**config.mk**
```make
export PLATFORM = sky130hd
export DESIGN_NAME = mission_phase_sequencer
export DESIGN_NICKNAME = d
export VERILOG_FILES = /design/src/rtl/mission_phase_sequencer.sv
export SDC_FILE = /design/constraint.sdc
export NUM_CORES = 1
export LEC_CHECK = 0
export CAP_MARGIN = 40
export CORE_ASPECT_RATIO = 1.4
export CORE_MARGIN = 8
export CORE_UTILIZATION = 54
export DETAILED_ROUTE_END_ITERATION = 10
export GPL_ROUTABILITY_DRIVEN = 0
export PLACE_DENSITY = 0.84
export SETUP_SLACK_MARGIN = 0.1
export SLEW_MARGIN = 20
export SYNTH_ARGS = -nofsm -noshare
export SYNTH_HDL_FRONTEND = slang
export SYNTH_SLANG_ARGS = --single-unit
```
**constraint.sdc**
```tcl
create_clock -name clk -period 4 [get_ports clk]
set_clock_uncertainty 0.2 [all_clocks]
set_input_delay 0.4 -clock clk [delete_from_list [all_inputs] [get_ports clk]]
set_output_delay 0.4 -clock clk [all_outputs]
set_load 0.05 [all_outputs]
```
**src/rtl/mission_phase_sequencer.sv**
```systemverilog
// mission_phase_sequencer
//   Flight-phase controller: IDLE -> ASCENT -> DEST -> DESCENT -> LANDED,
//   with a debounced health fault forcing ABORT. Each accepted sensor sample
//   compares altitude against MAX_ALT and evaluates
//   health = temp & ~rad & oxygen & life.
//
//   Handshake: a sample is consumed on a cycle where sample_valid and
//   sample_ready are both high. sample_ready depends only on the registered
//   phase, so it never depends on sample_valid. Nothing advances without a
//   consumed sample, except a start request in IDLE/LANDED.
//
// Ports
//   clk           rising-edge clock
//   rst_n         synchronous active-low reset
//   start         launch request, level, looked at only in IDLE/LANDED
//   sample_valid  sensor sample present
//   sample_ready  sample accepted this cycle (ASCENT/DEST/DESCENT/ABORT)
//   altitude      unsigned altitude, ALT_W bits
//   temp/rad/oxygen/life  health inputs
//   phase         IDLE=0 ASCENT=1 DEST=2 DESCENT=3 LANDED=4 ABORT=7 (FSM state)
//   aborted       sticky, the mission passed through ABORT
//   overshoot     sticky, altitude above MAX_ALT accepted while in DEST
//   done          high while phase is LANDED
module mission_phase_sequencer #(
  parameter int              ALT_W      = 10,
  parameter logic [ALT_W-1:0] MAX_ALT   = ALT_W'(768),
  parameter int              FAULT_HOLD = 4,
  parameter int              DWELL      = 8
) (
  input  logic             clk,
  input  logic             rst_n,
  input  logic             start,
  input  logic             sample_valid,
  output logic             sample_ready,
  input  logic [ALT_W-1:0] altitude,
  input  logic             temp,
  input  logic             rad,
  input  logic             oxygen,
  input  logic             life,
  output logic [2:0]       phase,
  output logic             aborted,
  output logic             overshoot,
  output logic             done
);

  localparam logic [2:0] PH_IDLE    = 3'd0;
  localparam logic [2:0] PH_ASCENT  = 3'd1;
  localparam logic [2:0] PH_DEST    = 3'd2;
  localparam logic [2:0] PH_DESCENT = 3'd3;
  localparam logic [2:0] PH_LANDED  = 3'd4;
  localparam logic [2:0] PH_ABORT   = 3'd7;

  logic [3:0] fault_cnt, fault_nxt;
  logic [7:0] dwell_cnt, dwell_nxt;
  logic [2:0] phase_nxt;
  logic       aborted_nxt, overshoot_nxt;
  logic       acc, healthy, fault_trip;

  assign acc     = sample_valid & sample_ready;
  assign healthy = temp & ~rad & oxygen & life;
  // The current faulty sample counts toward the hold, hence the +1.
  assign fault_trip = acc & ~healthy &
                      (({1'b0, fault_cnt} + 5'd1) >= 5'(FAULT_HOLD));

  // State register
  always_ff @(posedge clk) begin
    if (!rst_n) begin
      phase     <= PH_IDLE;
      fault_cnt <= '0;
      dwell_cnt <= '0;
      aborted   <= 1'b0;
      overshoot <= 1'b0;
      done      <= 1'b0;
    end else begin
      phase     <= phase_nxt;
      fault_cnt <= fault_nxt;
      dwell_cnt <= dwell_nxt;
      aborted   <= aborted_nxt;
      overshoot <= overshoot_nxt;
      done      <= (phase_nxt == PH_LANDED);
    end
  end

  // Next-state logic
  always_comb begin
    phase_nxt     = phase;
    fault_nxt     = fault_cnt;
    dwell_nxt     = dwell_cnt;
    aborted_nxt   = aborted;
    overshoot_nxt = overshoot;

    if (acc) begin
      if (healthy)                fault_nxt = '0;
      else if (fault_cnt != 4'hF) fault_nxt = fault_cnt + 4'd1;
    end

    case (phase)
      PH_IDLE, PH_LANDED: begin
        if (start) begin
          phase_nxt     = PH_ASCENT;
          fault_nxt     = '0;
          dwell_nxt     = '0;
          aborted_nxt   = 1'b0;
          overshoot_nxt = 1'b0;
        end
      end
      PH_ASCENT: begin
        if (fault_trip) phase_nxt = PH_ABORT;
        else if (acc && altitude >= MAX_ALT) begin
          phase_nxt = PH_DEST;
          dwell_nxt = '0;
        end
      end
      PH_DEST: begin
        if (acc && altitude > MAX_ALT) overshoot_nxt = 1'b1;
        if (fault_trip) phase_nxt = PH_ABORT;
        else if (acc && healthy) begin
          // A faulty but non-tripping sample leaves dwell_cnt where it was.
          dwell_nxt = dwell_cnt + 8'd1;
          if (({1'b0, dwell_cnt} + 9'd1) >= 9'(DWELL)) phase_nxt = PH_DESCENT;
        end
      end
      PH_DESCENT: begin
        if (fault_trip) phase_nxt = PH_ABORT;
        else if (acc && altitude == '0) phase_nxt = PH_LANDED;
      end
      PH_ABORT: begin
        // Faults no longer matter; only touchdown ends the abort.
        if (acc && altitude == '0) phase_nxt = PH_LANDED;
      end
      default: phase_nxt = PH_ABORT;   // encodings 5 and 6
    endcase

    if (phase_nxt == PH_ABORT) aborted_nxt = 1'b1;
  end

  // Output logic
  always_comb begin
    sample_ready = 1'b0;
    case (phase)
      PH_ASCENT, PH_DEST, PH_DESCENT, PH_ABORT: sample_ready = 1'b1;
      default:                                  sample_ready = 1'b0;
    endcase
  end

endmodule

```
==> results by group <==
Outcome
  • Outcome: completed

CTS
  • Post_cts resized: 0
  • Worst-path clk slew: 0.10 ns
  • Root buffer cell: clkbuf_4
  • TritonCTS clock tree: done
  • Cts hold-fix bufs: 0
  • CTS Sinks: 18
  • Worst-Skew Late Latency: 0.30 ns
  • Post-CTS Setup Bufs: 0
  • Max clock buf depth: 2
  • Cts bufs inserted: 3
  • CTS HTree Levels: 1

Timing
  • Slew Limit Fails: 0
  • FMAX: 375 MHz
  • RSZ-0062 raised after global routing: false
  • Worst hold margin: 0.267 ns
  • Post-route setup TNS: 0 ns
  • Final worst path period share: 0.667
  • Relative slew slack: 0.602
  • Minimum clock period: 2.67 ns
  • Final WS setup: 1.33 ns
  • Final Hold Fails: 0
  • Slew at the pin closest to its max-slew limit: 0.593 ns
  • Final setup viols: 0

Synthesis
  • Post-synthesis compound-gate area fraction: 0.298
  • Ys flop type: dfxtp_1
  • Syn nets: 161
  • Post-Synth Simple-Gate Area: 0.271
  • Largest family of logic cells by synthesized area: compound AO/OA/AOI/OAI gates
  • Synth warn: 0
  • Ys async rst share: 0
  • Cells after Synth: 140
  • Adder-Cell Fraction of Synth Area: 0.0318
  • Yosys reg bits: 18
  • Synthesized area per cell: 8.43 um^2
  • Sequential area share after synthesis: 0.305
  • Mux share of post-synthesis cell area: 0.00954
  • Yosys cell types: 48
  • Synth Area in XOR/XNOR: 0.0223
  • Post-synth EDFFs: 0
  • Syn Std Cell Area: 0.00118 mm^2

Setup path
  • R2R Path Start: phase[1]
  • Max Fanout on Critical Path: 9
  • Crit path to: sample_ready
  • CP peak stage delay: 0.80 ns
  • Worst path slowest cell: clkdlybuf4s50_1
  • Required time of the critical path: 3.40 ns
  • WP data arrival: 2.07 ns
  • Worst reg-to-reg setup slack: 1.78 ns
  • Reg-to-reg endpoint: dwell_cnt[1]
  • FF-to-FF path depth: 5
  • Setup crit start kind: register
  • Crit path kind: reg -> out
  • Crit path launch: phase[0]
  • Critical path cell sequence: nor2b_4, a21oi_2, inv_1, clkdlybuf4s50_1
  • Crit end category: output port

Global routing
  • Global route overflow: 0
  • First-pass GRT wire length: 5030 um
  • Number of global-route vias before repair: 1,200
  • GR Util All Layers: 0.150
  • Pin count of the biggest net entering global routing: 13
  • Initial antenna violation count: 0

Floorplanning
  • Die Y: 71.3 um
  • Cell Rows: 20
  • Starting Density: 0.555
  • Floorplan Core Area: 0.00213 mm^2
  • Die width: 55.5 um
  • Die ar.: 0.00396 mm^2
  • I/O pin count: 25

Power
  • Total Power: 348 uW
  • VDD IR max: 0.180 mV
  • Leakage: 0.000504 uW
  • P per Cell Area: 245 mW/mm^2

Place
  • IO buf count: 24
  • Post-DP HPWL: 2370 um
  • Pre-CTS setup slack: 1.52 ns

Drt
  • Drt total wl: 3020 um
  • DRT Pass-1 Iters: 4
  • Via count: 1,208
  • Average vias per placed instance: 6.57
  • Initial DRC count: 53
  • DRT antenna net count: 0
  • WL per Instance: 16.4 um
  • DRC errors left: 0

Final layout
  • Diodes inserted: 0
  • Nets: 185
  • Fraction of layout cells with a size suffix above 1: 0.0864
  • Area Overhead vs Synth: 20.7%

Worst hold path
  • Hold Path Class: reg -> reg

Flow run
  • Max-cap violation count: 0
==> routing by layer <==
metal | global-route usage | vias up | share of wire
li1 | - | 580 | -
met1 | 0.144 | 574 | 0.38
met2 | 0.276 | 43 | 0.54
met3 | 0.0283 | 11 | 0.042
met4 | 0.110 | 0 | 0.034
met5 | 0 | - | 0
==> registers in the layout, indices dropped and copies added (netlist names) <==
name and cells:
aborted 1, done 1, dwell_cnt 8, fault_cnt 4
overshoot 1, phase 3
==> critical path, delay by kind of cell (launching register included) <==
family,cells,cell delay [ns]
buffers and inverters,2,0.91
DFF,1,0.51
and+or+nand+nor,1,0.25
AOI/OAI and AO/OA,1,0.08
==> Yosys cell counts (all sizes together), types with 5 or more instances <==
master / instances / area (um^2)
nand2: 19 / 73.8
a311oi: 5 / 43.8
nand3: 5 / 25.0
inv: 6 / 22.5
dfxtp: 18 / 360
a21oi: 16 / 83.8
buf: 5 / 46.3
o21ai: 6 / 30.0
nor2: 6 / 22.5
==> worst min path at each step <==
stage,startpoint,endpoint,slack [ns],cells past startpoint
finish,overshoot,overshoot,0.27,2
global route,overshoot,overshoot,0.30,2
CTS,overshoot,overshoot,0.28,2
detailed placement,overshoot,overshoot,0.26,2
global placement,overshoot,overshoot,0.25,2
floorplan,dwell_cnt[2],dwell_cnt[2],0.25,2
==> stage by stage <==
| stage | cells | utilization | cell area (um^2) |
|---|---|---|---|
| 5_1_grt | 184 | 0.669 | 1420 |
| 6_report | 184 | 0.669 | 1420 |
| 4_1_cts | 184 | 0.669 | 1420 |
| 2_1_floorplan | 140 | - | 1180 |
| 3_5_place_dp | 181 | 0.659 | 1400 |
| 3_3_place_gp | 181 | 0.659 | 1400 |
==> final cells by class <==
class,count,area [um^2]
flip-flops and latches,18,360
fillers,184,703
well taps,22,27.5
inverters,7,26.3
clock buffers,3,22.5
multi-input cells,110,747
repair buffers,24,240
==> power breakdown <==
part           switching, uW  internal (uW)
sequential              4.38            181
clock                   55.3           35.2
combinational           38.7           34.0
total                   98.3            250
==> cell families after synthesis <==
group / after synthesis
fa+ha+maj: 3
mux: 1
simple gates: 53
xor+xnor: 3
buf+inv: 12
compound gates: 50
flops: 18
==> cell usage in the layout (no fill, tap or decap), types with 5 or more instances in the layout <==
cell type        netlist  layout
a21oi_1               15      15
inv_1                  6       6
nand2_1               18      18
nand3_1                5       5
clkdlybuf4s50_1        0      24
a311oi_1               5       5
o21ai_0                6       6
dfxtp_1               18      18
nor2_1                 6       6
Power figures use the tool's default switching activity.
